===== src/rtl/cgra_context_loader.sv =====
`default_nettype none
// cgra_context_loader: streams host context words onto the broadcast PE data bus with one-hot strobes, then raises array start.
// Optional feature macro CTX_PARITY_EN: drop words failing even parity over {cfg_data, cfg_par}.
module cgra_context_loader #(
   parameter int WIDTH     = 120,
   parameter int NUM_PE    = 16,
   parameter int CTX_DEPTH = 16,
   parameter int PE_W      = 4
) (
   input  logic              CLK,
   input  logic              RST_N,
   input  logic              cfg_valid,
   output logic              cfg_ready,
   input  logic [WIDTH:0]    cfg_data,
   input  logic [PE_W-1:0]   cfg_pe,
   input  logic              cfg_last,
   input  logic              cfg_par,
   input  logic              run_req,
   input  logic              stop_req,
   output logic [WIDTH:0]    pe_data,
   output logic [NUM_PE-1:0] pe_wr,
   output logic              pe_start,
   output logic              busy,
   output logic              err
);

   localparam int CW = $clog2(CTX_DEPTH + 1);

   typedef enum logic [1:0] {
      IDLE = 2'd0,
      LOAD = 2'd1,
      ARM  = 2'd2,
      RUN  = 2'd3
   } state_t;

   state_t            state;
   state_t            state_nx;
   logic [CW-1:0]     wcnt;
   logic              accept;
   logic              full;
   logic              pe_ok;
   logic              par_ok;
   logic              keep;
   logic [NUM_PE-1:0] onehot;

   // Ready is forced low while reset is asserted, not just after the first edge.
   assign cfg_ready = RST_N && ((state == IDLE) || (state == LOAD));
   assign accept    = cfg_valid && cfg_ready;
   assign full      = (wcnt == CW'(CTX_DEPTH));
   assign pe_ok     = (32'(cfg_pe) < NUM_PE);

`ifdef CTX_PARITY_EN
   assign par_ok = ~(^{cfg_data, cfg_par});
`else
   logic unused_par;
   assign unused_par = cfg_par;
   assign par_ok     = 1'b1;
`endif

   assign keep = accept && !full && pe_ok && par_ok;

   always_comb begin
      onehot = '0;
      for (int i = 0; i < NUM_PE; i++) begin
         onehot[i] = (32'(cfg_pe) == i);
      end
   end

   always_comb begin
      state_nx = state;
      case (state)
         IDLE: begin
            if (run_req)                   state_nx = ARM;
            else if (accept && !cfg_last)  state_nx = LOAD;
         end
         LOAD: begin
            if (run_req)                   state_nx = ARM;
            else if (accept && cfg_last)   state_nx = IDLE;
         end
         ARM:     state_nx = RUN;
         RUN: begin
            if (stop_req)                  state_nx = IDLE;
         end
         default: state_nx = IDLE;
      endcase
   end

   // Start and busy are registered from the next state so they track the state register exactly.
   always_ff @(posedge CLK or negedge RST_N) begin
      if (!RST_N) begin
         state    <= IDLE;
         wcnt     <= '0;
         pe_data  <= '0;
         pe_wr    <= '0;
         pe_start <= 1'b0;
         busy     <= 1'b0;
         err      <= 1'b0;
      end else begin
         state    <= state_nx;
         pe_start <= (state_nx == RUN);
         busy     <= (state_nx == ARM) || (state_nx == RUN);
         pe_wr    <= keep ? onehot : '0;
         if (accept) begin
            pe_data <= cfg_data;
            if (cfg_last)   wcnt <= '0;
            else if (!full) wcnt <= wcnt + CW'(1);
            if (!keep)      err  <= 1'b1;
         end
      end
   end

endmodule
`default_nettype wire

===== config.mk =====
export PLATFORM = sky130hd
export DESIGN_NAME = cgra_context_loader
export DESIGN_NICKNAME = d
export VERILOG_FILES = /design/src/rtl/cgra_context_loader.sv
export SDC_FILE = /design/constraint.sdc
export NUM_CORES = 1
export LEC_CHECK = 0
export ABC_AREA = 0
export CAP_MARGIN = 40
export CORE_MARGIN = 4
export CORE_UTILIZATION = 30
export DETAILED_ROUTE_END_ITERATION = 8
export PLACE_DENSITY = 0.69
export SETUP_SLACK_MARGIN = 0.2
export SYNTH_ARGS = -nofsm -noshare
export SYNTH_HDL_FRONTEND = slang
export SYNTH_SLANG_ARGS = --single-unit

===== constraint.sdc =====
create_clock -name CLK -period 1.5 [get_ports CLK]
set_clock_uncertainty 0.1 [all_clocks]
set_input_delay 0.45 -clock CLK [delete_from_list [all_inputs] [get_ports CLK]]
set_output_delay 0.45 -clock CLK [all_outputs]
set_load 0.01 [all_outputs]

==> results.md, run 1 <==
- Clock Pin Slew Worst Setup and Hold Paths: 0.07 ns
- Grt total ovfl: 0
- CP endpoint kind: output pin
- Final core utilization: 0.574
- Synth top area share: 0.652
- CP max-delay cell: dfrtp_2
- Fmax: 0.547 GHz
- Pwr Total: approximately 19 mW
- CTS buffer count: 17
- CP cell instances: buf_4 > buf_6 > buf_6 > buf_6
- Num rows: 49
- N_diodes: 0
- R2R cell count: 10
- Critical path's top delay family: buffers and inverters
- Die Y: about 140 µm
- Crit. path cell count: 4
- Reg-to-reg startpoint: busy
- Max_slew headroom: 0.641
- DR pass1 iterations: 5
- CP arrival: approximately 1.3 ns
- Startpoint Class: register
- ANT nets after route: 0
- Top FF cell, synth: dfrtp_1
- Placeable Area: roughly 18000 µm²
- Vias per cell: roughly 4.4
- Synth warn: 0
- Layout net count: 1117
- Synth area leaders: dfrtp_1 65%, nand2_1 25%, buf_2 1.7%
- I/O pin count: 273
- Failing checks: setup timing
- Footprint of the multi-input gates: 2030 µm²
- RSZ-0062 raised after global routing: true
- Commonest non-fill, non-tap cell in the layout: nand2_1
- Critical path buffers and inverters: 4
- Pleak: 5.39 nW
- Final TNS setup: -34.30 ns
- Post-synth EDFFs: 0
- Die extent in x: 145 µm
- Gr usage total: 0.170
- Min Tclk post-route: between 1.5 and 2 ns
- Synth Area per Inst: 9.39 µm²
- P&R area growth vs syn: 85.9%
- Number of max-cap violations: 0
- Max Root-Sink Buffers: 2
- Synth async-reset ratio: 1.00
- Finished Cell Area: ~10000 µm²
- Max IR drop VDD: 0.855 mV
- Power density over the cells: between 1500 and 2000 nW/µm²
- Root buf cell: clkbuf_16
- Initial antenna violation count: 1
- Crit path capture: busy
- CP startpoint: busy
- Post-synthesis cell area: 5600 µm²
- Outcome: finished with violations
- Distinct cell type count after synthesis: 31
- Commonest non-fill, non-tap cells in the layout: 338 x nand2_1, 145 x dfrtp_1, 128 x clkdlybuf4s50_1
- Flops & latches, synth: 146
- Setup slack after layout: -0.329 ns
- First-pass GRT wire length: about 28000 µm
- Final Hold Fails: 0
- Slew Limit Fails: 0
- Post-Synthesis Cells: around 600
- WL per Instance: 15.8 µm
- Final critical-path share of the clock period: 1.22
- Fill cell count: 1531
- Final setup viols: 147
- Actual slew at the worst max-slew pin: about 0.54 ns
- Via count: 5451
- Initial Util: 0.309
- Detailed-route wire length: just under 20000 µm
- Pin count of the biggest net entering global routing: 42
- Post-synth top area cell: dfrtp_1
- Hold WC Path Type: in2async
- Clock sinks: 146
- DP HPWL: 12200 µm
- Critical path class: reg2out
- CP Max Fanout: 2
- DR iter-0 viols: 200
- H-tree Lvls: 4
- Vias in the first global route: 5284
- Residual DRC: 0
- CP peak stage delay: just over 0.4 ns
- Register area share after synthesis: 0.652
- Req. time, crit path: 0.95 ns
- Crit path top cell by count: buf_6
- R2r setup slk: -0.33 ns
- TritonCTS clock tree: done
- DP Worst Slack: -0.443 ns
- Register area: 3650 µm²
- Reg-to-reg endpoint: pe_data[38]
- Later-pin clock latency in the skew report: 0.41 ns
- Layout cell share with drive strength beyond 1: 0.357
- GPL Wtd Cong: 0.807
- Die area: 20900 µm²
- Post-Syn Nets: 731
- I/O Buffers: 271
- Area post-placement: roughly 8800 µm²
worst min path at each step:
stage / startpoint / to / slack, ns
3_3_place_gp: RST_N / pe_data[115] / 0.28
4_1_cts: RST_N / pe_data[28] / 0.03
6_report: RST_N / pe_data[10] / 0.03
5_1_grt: RST_N / pe_data[9] / 0.06
3_5_place_dp: RST_N / pe_data[14] / 0.28
2_1_floorplan: RST_N / busy / 0.05
through the flow:
| stage | hold WS, ns | std cells |
|---|---|---|
| 6_report | 0.0284 | 1225 |
| 5_1_grt | 0.0567 | 1225 |
| 4_1_cts | 0.0327 | 1174 |
| 3_5_place_dp | 0.281 | 1100 |
| 3_3_place_gp | 0.283 | 1100 |
| 2_1_floorplan | 0.0544 | 597 |
final cells by class:
class,count,area share
clock buffers,18,0.0412
repair buffers,396,0.369
multi-input cells,417,0.195
well taps,229,0.0275
flip-flops and latches,146,0.351
inverters,5,0.00180
clock inverters,14,0.0148
cells by family after synthesis:
family,after synthesis,synth area share
flip-flops,146,0.652
buffers and inverters,34,0.0364
AO/OA/AOI/OAI,14,0.0205
AND/OR/NAND/NOR,401,0.287
adder cells (fa/ha/maj),2,0.00446
worst register-to-register path: stages (launching register included):
cell	delay, ns
dfrtp_2	0.41
buf_6	0.13
buf_6	0.11
buf_6	0.10
nand3b_1	0.19
buf_4	0.18
buf_12	0.14
buf_12	0.13
buf_16	0.14
nand2_2	0.05
nand2_1	0.04
sequential cells by signal, indices dropped and copies added (netlist names):
| register | count |
|---|---|
| state | 1 |
| pe_wr | 16 |
| err | 1 |
| wcnt | 5 |
| pe_start | 1 |
| busy | 1 |
| pe_data | 121 |
what timing repair did:
item / 4_1_cts / 5_1_grt
hold buffers: 3 / 0
pin swaps: 47 / 16
setup buffers: 33 / 47
resized for setup: 658 / 80
gates cloned: 6 / 4
endpoints found under the setup margin: 285 / 286
hold endpoints to repair: 3 / 0
cell usage after synthesis, types with 2 or more instances:
cell type  instances
nand2_1          367
dfrtp_1          146
buf_2             19
nor2_1            12
buf_6              5
inv_1              5
buf_4              4
nor3_1             4
o21ai_0            4
nand2b_1           3
ha_1               2
nand3_1            2
nand4b_2           2
nor2b_1            2
nor3_2             2
o41ai_1            2
o41ai_2            2
power by group:
| part | internal [mW] | switching (mW) | total, mW |
|---|---|---|---|
| clock | 2.47 | 1.72 | 4.19 |
| combinational | 4.71 | 3.63 | 8.35 |
| sequential | 5.57 | 1.03 | 6.60 |
| total | 12.7 | 6.38 | 19.1 |
metal layers:
| layer | up-vias | track usage | share of wire |
|---|---|---|---|
| met5 | - | 0 | 0.00078 |
| met4 | 2 | 0.0412 | 0.012 |
| met3 | 23 | 0.0868 | 0.12 |
| met2 | 237 | 0.276 | 0.48 |
| met1 | 2580 | 0.202 | 0.39 |
| li1 | 2609 | - | - |
(Power assumes the default switching activity.)
==> inputs of run 2 (changes only) <==
Settings changed: CTS_CLUSTER_SIZE set to 20, SLEW_MARGIN set to 20.
==> results of run 2 <==
The final DEF is identical to that of run 1; final timing and power are the same.
==> inputs of run 3 (changes only) <==
Settings changed: TNS_END_PERCENT set to 1.
==> results.md, run 3 (synthesis gave the netlist of run 1 again) <==
- Outcome: finished with violations
- Failing checks: setup timing
- Final core utilization: 0.509
- P&R area growth vs syn: 64.7%
- Commonest non-fill, non-tap cells in the layout: 367 x nand2_1, 145 x dfrtp_1, 129 x clkdlybuf4s50_1
- Layout net count: 1026
- Clock sinks: 146
- CP arrival: around 1.1 ns
- Hold WC Path Type: in2async
- Vias in the first global route: 4798
- NetSw: approximately 5.7 mW
- Startpoint Class: register
- Top reg by flops: pe_data
- Reg-to-reg endpoint: pe_data[73]
- DP Worst Slack: -0.469 ns
- Finished Cell Area: roughly 9000 µm²
- Fmax: 0.611 GHz
- CTS buffer count: 17
- Gr usage total: 0.154
- Final critical-path share of the clock period: 1.09
- H-tree Lvls: 4
- CP endpoint kind: output pin
- Min Tclk post-route: around 1.6 ns
- Largest registers: pe_data: 121 flops, pe_wr: 16 flops, wcnt: 5 flops
- Num rows: 49
- Pin count of the biggest net entering global routing: around 140
- Power density over the cells: 1830 nW/µm²
- Number of max-cap violations: 0
- Commonest non-fill, non-tap cell in the layout: nand2_1
- DP HPWL: 11800 µm
- R2R cell count: 6
- DR iter-0 viols: ~130
- RSZ-0062 raised after global routing: true
- R2r setup slk: -0.09 ns
- GPL Wtd Cong: between 0.7 and 0.8
- Initial antenna violation count: 0
- DR pass1 iterations: 4
- N_diodes: 0
- Initial Util: 0.309
- Vias per cell: 4.37
- Pleak: 4.76 nW
- Later-pin clock latency in the skew report: around 0.40 ns
- First-pass GRT wire length: roughly 25000 µm
- I/O Buffers: 271
- Via count: roughly 5000
- Switching share of power: 0.339
- Pint: 11.2 mW
- Clock Pin Slew Worst Setup and Hold Paths: 0.06 ns
- Final TNS setup: -6.59 ns
- Placeable Area: about 18000 µm²
- Logic gate share of total power: 0.379
- Die Y: 145 µm
- Die extent in x: 145 µm
- Clk network pwr share: 0.235
- Layout cell share with drive strength beyond 1: 0.245
- ANT nets after route: 0
- CP Max Fanout: 3
- I/O pin count: between 200 and 300
- Slew Limit Fails: 0
- Final setup viols: approximately 140
- Final Hold Fails: 0
- Max Root-Sink Buffers: 2
- Max_slew headroom: 0.494
- Die area: 20900 µm²
- Reg-to-reg startpoint: busy
- Max reg flops: 121
- Setup slack after layout: -0.136 ns
- Area post-placement: a little under 9000 µm²
- TritonCTS clock tree: done
- WL per Instance: between 15 and 20 µm
- Grt total ovfl: 0
- Detailed-route wire length: 17200 µm
- Actual slew at the worst max-slew pin: between 0.7 and 0.8 ns
- Share of power burned in registers: 0.386
- Max IR drop VDD: 0.784 mV
- Req. time, crit path: 0.95 ns
- Root buf cell: clkbuf_16
- Critical path class: reg2out
- Residual DRC: 0
[run 3: cell types whose count changed in the layout (fill, tap and decap cells not counted), moves of 7 or more]
cell and change:
buf_16 -7, nand2_1 +29, nor2_1 +8, nand2_2 -27, buf_6 -10, buf_4 -65
[run 3: final cells by class]
type | instances | area, µm²
clock inverters | 12 | 110
inverters | 5 | 18.8
fillers | 1677 | 8920
well taps | 229 | 287
multi-input cells | 417 | 1810
repair buffers | 305 | 2910
flip-flops and latches | 146 | 3650
clock buffers | 20 | 437
[run 3: metal layers]
layer  GRT usage  part of all wire
met5           0                 0
met4      0.0373            0.0087
met3      0.0720              0.11
met2       0.242              0.45
met1       0.194              0.43
[run 3: worst max path at each step]
stage / startpoint / slack, ns / end / cells past startpoint
5_1_grt: busy / -0.21 / cfg_ready / 2
2_1_floorplan: cfg_valid / 0.16 / wcnt[0] / 4
6_report: busy / -0.14 / cfg_ready / 2
4_1_cts: busy / -0.18 / cfg_ready / 2
3_5_place_dp: cfg_valid / -0.47 / pe_data[48] / 5
3_3_place_gp: cfg_valid / -0.44 / pe_data[48] / 5
[run 3: power by group through the flow]
| stage | combinational, mW | sequential, mW | clock [mW] |
|---|---|---|---|
| final | 6.42 | 6.54 | 3.97 |
| after global routing | 7.08 | 6.74 | 4.29 |
| after CTS | 5.89 | 6.44 | 4.10 |
| after detailed placement | 6.96 | 6.46 | 0 |
| after global placement | 6.88 | 6.41 | 0 |
| after floorplan | 1.81 | 7.21 | 0 |
[run 3: through the flow]
step | power, mW | instances | hold WS [ns]
2_1_floorplan | 9.02 | 597 | 0.0544
3_3_place_gp | 13.3 | 1093 | 0.356
3_5_place_dp | 13.4 | 1093 | 0.360
4_1_cts | 16.4 | 1126 | 0.282
5_1_grt | 18.1 | 1134 | 0.305
6_report | 16.9 | 1134 | 0.187
[run 3: what timing repair did]
item	CTS	global route
gates resized for setup	608	46
hold buffers	1	0
setup buffers	0	4
endpoints found under the hold margin	12	0
gates cloned	0	4
pin swaps	2	2
endpoints found under the setup margin	284	297
[run 3: critical path: stages (launching register included)]
cell and delay, ns:
dfrtp_2 0.43, nor2b_1 0.10, buf_2 0.15
==> RTL change 1 (settings of run 1) <==
The parameter `NUM_PE` goes from 16 to 17.
--- a/src/rtl/cgra_context_loader.sv
+++ b/src/rtl/cgra_context_loader.sv
@@ -4,5 +4,5 @@
 module cgra_context_loader #(
    parameter int WIDTH     = 120,
-   parameter int NUM_PE    = 16,
+   parameter int NUM_PE    = 17,
    parameter int CTX_DEPTH = 16,
    parameter int PE_W      = 4
Interface: changed (resized pe_wr); port bits go from 273 to 274. The function was not compared with the original's and may differ.
==> RTL change 1 against run 1 <==
  * The flow still finishes with violations (setup timing)
  * Fmax grew 11%
  * Die area shrank 0.21%
  * Synthesized area shrank 0.22%
  * Combinational power grew 1%
  * Sequential cell count is the same
  * Sequential share of layout area shrank 1.4 points
  * Cell area grew 4.2%
  * Routed wire length grew 1.5%
  * Total power shrank 0.20%
  * Synthesized cell count grew 0.17%
  * Setup slack gained 0.18 ns
  * Critical path type unchanged
  * Largest power group unchanged
  * Highest routed layer is now met4
==> RTL change 1: results (changes against run 1) <==
Global route
  • Via count of the first global-routing pass: 5070 (was 5284)
  • Met1 usage: 20.16% (was 20.23%)
  • Global-route usage over all layers: 16.54% (was 17.00%)

Synthesis
  • Post-synth top cells: 366 x sky130_fd_sc_hd__nand2_1, 146 x sky130_fd_sc_hd__dfrtp_1, 17 x sky130_fd_sc_hd__nor2_1 (was 367 x sky130_fd_sc_hd__nand2_1, 146 x sky130_fd_sc_hd__dfrtp_1, 19 x sky130_fd_sc_hd__buf_2)
  • Area fraction in compound gates after synthesis: 1.991% (was 2.054%)
  • Sequential share of the synthesized area: 65.34% (was 65.19%)

Critical path
  • Setup slack of the most critical reg-to-reg path: -0.12 ns (was -0.33 ns)
  • CP max FO: 3 (was 2)
  • Reg-to-reg critical path endpoint: pe_wr[1] (was pe_data[38])
  • End point of the critical path: cfg_ready (was busy)

Drt
  • Metal3 WL: 1551 um (was 2265 um)
  • Detail-routed via count per cell: 4.477 (was 4.450)
  • Met2 wire length: 9863 um (was 9182 um)
  • Average wire per cell in the routed design: 16.16 um (was 15.76 um)
  • Met1 layer wirelength in the final routing: 7819 um (was 7604 um)
  • DR pass1 iterations: 4 (was 5)

Timing
  • Max transition margin: 52.13% (was 64.07%)
  • Setup TNS: -10.55 ns (was -34.30 ns)
  • Final setup violating endpoints: 143 (was 147)
  • Min setup slack post-route: -0.1437 ns (was -0.3286 ns)

Placed design
  • GPL Wtd Cong: 0.7725 (was 0.8073)
  • Worst slack at placement: -0.3999 ns (was -0.4429 ns)
  • Placed Instance Area: 8801 um2 (was 8823 um2)
  • Placed wire-length estimate: 12030 um (was 12230 um)

Status
  • Run status: finished, violations left (unchanged)
  • Violated checks: setup timing (unchanged)

Finish
  • Multi-input gate area: 2527 um2 (was 2027 um2)
  • Share of post-route cells with drive strength above 1: 47.10% (was 35.74%)
  • Clock network contribution to total cell area: 5.059% (was 5.598%)
  • Fin nets: 1104 (was 1117)

Power
  • Maximum ir drop on the vdd rail: 768.4 uV (was 854.6 uV)
## RTL change 1: per-stage QoR
stage / instances / utilization, % / hold WS (ns)
after floorplan: 598 / - / 0.05441
after global routing: 1212 / 59.82 / 0.03019
after CTS: 1161 / 51.59 / 0.01710
final: 1212 / 59.82 / 0.02569
after detailed placement: 1104 / 48.50 / 0.3555
after global placement: 1104 / 48.50 / 0.3497
## RTL change 1: power by group through the flow
stage                     sequential [mW]  combinational (mW)  clock (mW)
after global placement               6.38                6.91           0
after CTS                            6.44                6.66        4.18
after global routing                 6.71                9.13        4.39
after detailed placement             6.44                7.00           0
after floorplan                      7.19                1.76           0
final                                6.54                8.47        4.07
## RTL change 1: timing repair
item                       in CTS  in global routing
gates resized for setup       644                265
pin swaps                       9                189
setup endpoints to repair     285                285
setup buffers                  19                 41
cloned                          6                 10
hold endpoints to repair        0                  0
## RTL change 1: worst max-delay path: cells and delay by family (launching register included)
family        cells  cell delay (ns)
flops             1             0.42
buf+inv           1             0.14
simple gates      1             0.11
==> RTL change 2 (config.mk and constraints of run 1) <==
Made on the original files. The 4 states of `state_t` get a one-hot encoding in 4 bits.
--- a/src/rtl/cgra_context_loader.sv
+++ b/src/rtl/cgra_context_loader.sv
@@ -27,9 +27,9 @@
    localparam int CW = $clog2(CTX_DEPTH + 1);
 
-   typedef enum logic [1:0] {
-      IDLE = 2'd0,
-      LOAD = 2'd1,
-      ARM  = 2'd2,
-      RUN  = 2'd3
+   typedef enum logic [3:0] {
+      IDLE = 4'b0001,
+      LOAD = 4'b0010,
+      ARM  = 4'b0100,
+      RUN  = 4'b1000
    } state_t;
 
Check against the original RTL: no difference found for any inputs over 10 cycles, from zero or initial values and one cycle with RST_N low; not proved beyond that.
==> RTL change 2 against run 1 <==
  * The flow finishes with violations (hold timing, setup timing)
  * Global-route usage increased by 2.1 points
  * Sequential cell count increased by 3
  * Non-clock buffer count decreased by 2
  * Routed wire length increased by 11%
  * Synthesized area increased by 0.94%
  * Setup slack got worse by 0.16 ns
  * Total power increased by 7.9%
  * Synthesized cell count increased by 3.2%
  * Cell area increased by 3.4%
  * Largest cell class unchanged
  * Largest power group unchanged
==> RTL change 2: results (changes against run 1) <==
Global route
  • Global-route usage over all layers: 19.15% (was 17.00%)
  • Initial antenna violation count: 2 (was 1)
  • Global-route wire length before repair: 32170 um (was 27710 um)

Timing
  • Final setup violating endpoints: 149 (was 147)
  • Final hold violation count: 43 (was 0)
  • Min Hold Slack: -0.02857 ns (was 0.02844 ns)
  • Min setup slack post-route: -0.4931 ns (was -0.3286 ns)

Power
  • Maximum ir drop on the vdd rail: 845.3 uV (was 854.6 uV)
  • Lkg Pwr: 5.567 nW (was 5.387 nW)

Status
  • Violated checks: hold timing, setup timing (was setup timing)
  • Run status: finished, violations left (unchanged)

Synthesis
  • Net Count, Synth: 750 (was 731)
  • Area fraction in compound gates after synthesis: 1.770% (was 2.054%)
  • Dominant cells by area after synthesis: sky130_fd_sc_hd__dfrtp_1 65%, sky130_fd_sc_hd__nand2_1 24%, sky130_fd_sc_hd__buf_2 1.1% (was sky130_fd_sc_hd__dfrtp_1 65%, sky130_fd_sc_hd__nand2_1 25%, sky130_fd_sc_hd__buf_2 1.7%)
  • Mapped Cells: 616 (was 597)
  • Area share of xor/xnor cells in the synthesized design: 0.3097% (was 0%)
  • Distinct cells, synth: 33 (was 31)
  • Fraction of the mapped netlist area in adder cells: 0.4424% (was 0.4465%)

Critical path
  • Critical register-to-register path startpoint: state[0] (was busy)
  • WP data arrival: 1.44 ns (was 1.28 ns)
  • Setup slack of the most critical reg-to-reg path: -0.37 ns (was -0.33 ns)
  • Reg-to-reg critical path endpoint: pe_data[69] (was pe_data[38])

Drt
  • Iteration-0 DRC count of the detailed router: 228 (was 200)
  • DR pass1 iterations: 4 (was 5)
  • Number of vias after detailed routing: 5762 (was 5451)

Placed design
  • Placed Instance Area: 8955 um2 (was 8823 um2)
  • Placed wire-length estimate: 12570 um (was 12230 um)
  • Cell total after placement: 1129 (was 1100)
  • GPL Wtd Cong: 0.8047 (was 0.8073)

Finish
  • Final standard cell count with taps included and fillers excluded: 1244 (was 1225)
  • Share of post-route cells with drive strength above 1: 35.40% (was 35.74%)

Clock tree
  • Hold bufs inserted after CTS: 1 (was 3)
-- RTL change 2: changes by cell type after synthesis, sizes merged, moves of 2 or more --
| cell | before | now |
|---|---|---|
| nor3 | 6 | 8 |
| clkbuf | 1 | 14 |
| a211oi | 0 | 2 |
| or3 | 0 | 2 |
| dfrtp | 146 | 148 |
| inv | 5 | 3 |
| buf | 28 | 14 |
| nand4b | 2 | 0 |
| nand3 | 3 | 5 |
| o21ai | 4 | 6 |
| nor2 | 12 | 17 |
| or3b | 0 | 2 |
| o41ai | 4 | 0 |
-- RTL change 2: cell type report --
cell class | instances | area [um2]
diodes | 1 | 2.502
clock buffers | 19 | 432.9
clock inverters | 12 | 202.7
fillers | 1507 | 7495
inverters | 3 | 11.26
multi-input cells | 437 | 2126
flip-flops and latches | 149 | 3730
well taps | 229 | 286.5
repair buffers | 394 | 3984
-- RTL change 2: where the power goes --
| part | internal, mW | total [mW] | switching [mW] |
|---|---|---|---|
| clock | 2.96 | 4.63 | 1.67 |
| sequential | 5.63 | 6.60 | 0.968 |
| combinational | 5.17 | 9.40 | 4.24 |
-- RTL change 2: worst max-delay path by stage --
| stage | slack (ns) | to | cells after the start | start |
|---|---|---|---|---|
| after floorplan | -0.09 | wcnt[3] | 5 | state[0] |
| after global placement | -0.56 | pe_wr[8] | 5 | cfg_valid |
| after detailed placement | -0.58 | pe_data[70] | 7 | cfg_valid |
| after CTS | -0.51 | cfg_ready | 3 | state[0] |
| after global routing | -0.56 | cfg_ready | 3 | state[0] |
| final | -0.49 | cfg_ready | 3 | state[0] |
-- RTL change 2: logic make-up (layout without fill, tap and decap cells) --
kind of cell | Yosys count | after routing
simple gates | 416 | 417
flops | 149 | 149
buf+inv | 31 | 428
compound gates | 16 | 16
fa+ha+maj | 2 | 2
xor+xnor | 2 | 2
other cells | 0 | 1
-- RTL change 2: critical path, stage by stage, from the launching register on --
cell	delay (ns)
sky130_fd_sc_hd__dfstp_2	0.55
sky130_fd_sc_hd__xor2_2	0.18
sky130_fd_sc_hd__and3_1	0.18
sky130_fd_sc_hd__buf_2	0.13
-- RTL change 2: layer usage --
metal	global-route usage, %	part of all wire, %	up-vias
li1	-	-	2694
met1	22.36	39	2818
met3	6.611	7.7	31
met5	0	0.061	-
met2	33.28	51	217
met4	5.935	2.4	2
-- RTL change 2: timing repair --
action | CTS | global route
setup buffers | 31 | 30
setup endpoints to repair | 289 | 391
gates cloned | 15 | 6
resized for setup | 667 | 85
endpoints found under the hold margin | 4 | 31
pin swaps | 12 | 11
-- RTL change 2: per-stage QoR --
step	TNS, ns	hold WS, ns
floorplan	-0.9528	0.05441
global placement	-92.34	0.3557
detailed placement	-95.68	0.3521
CTS	-30.24	0.03435
global route	-43.70	-0.01614
finish	-34.01	-0.02857
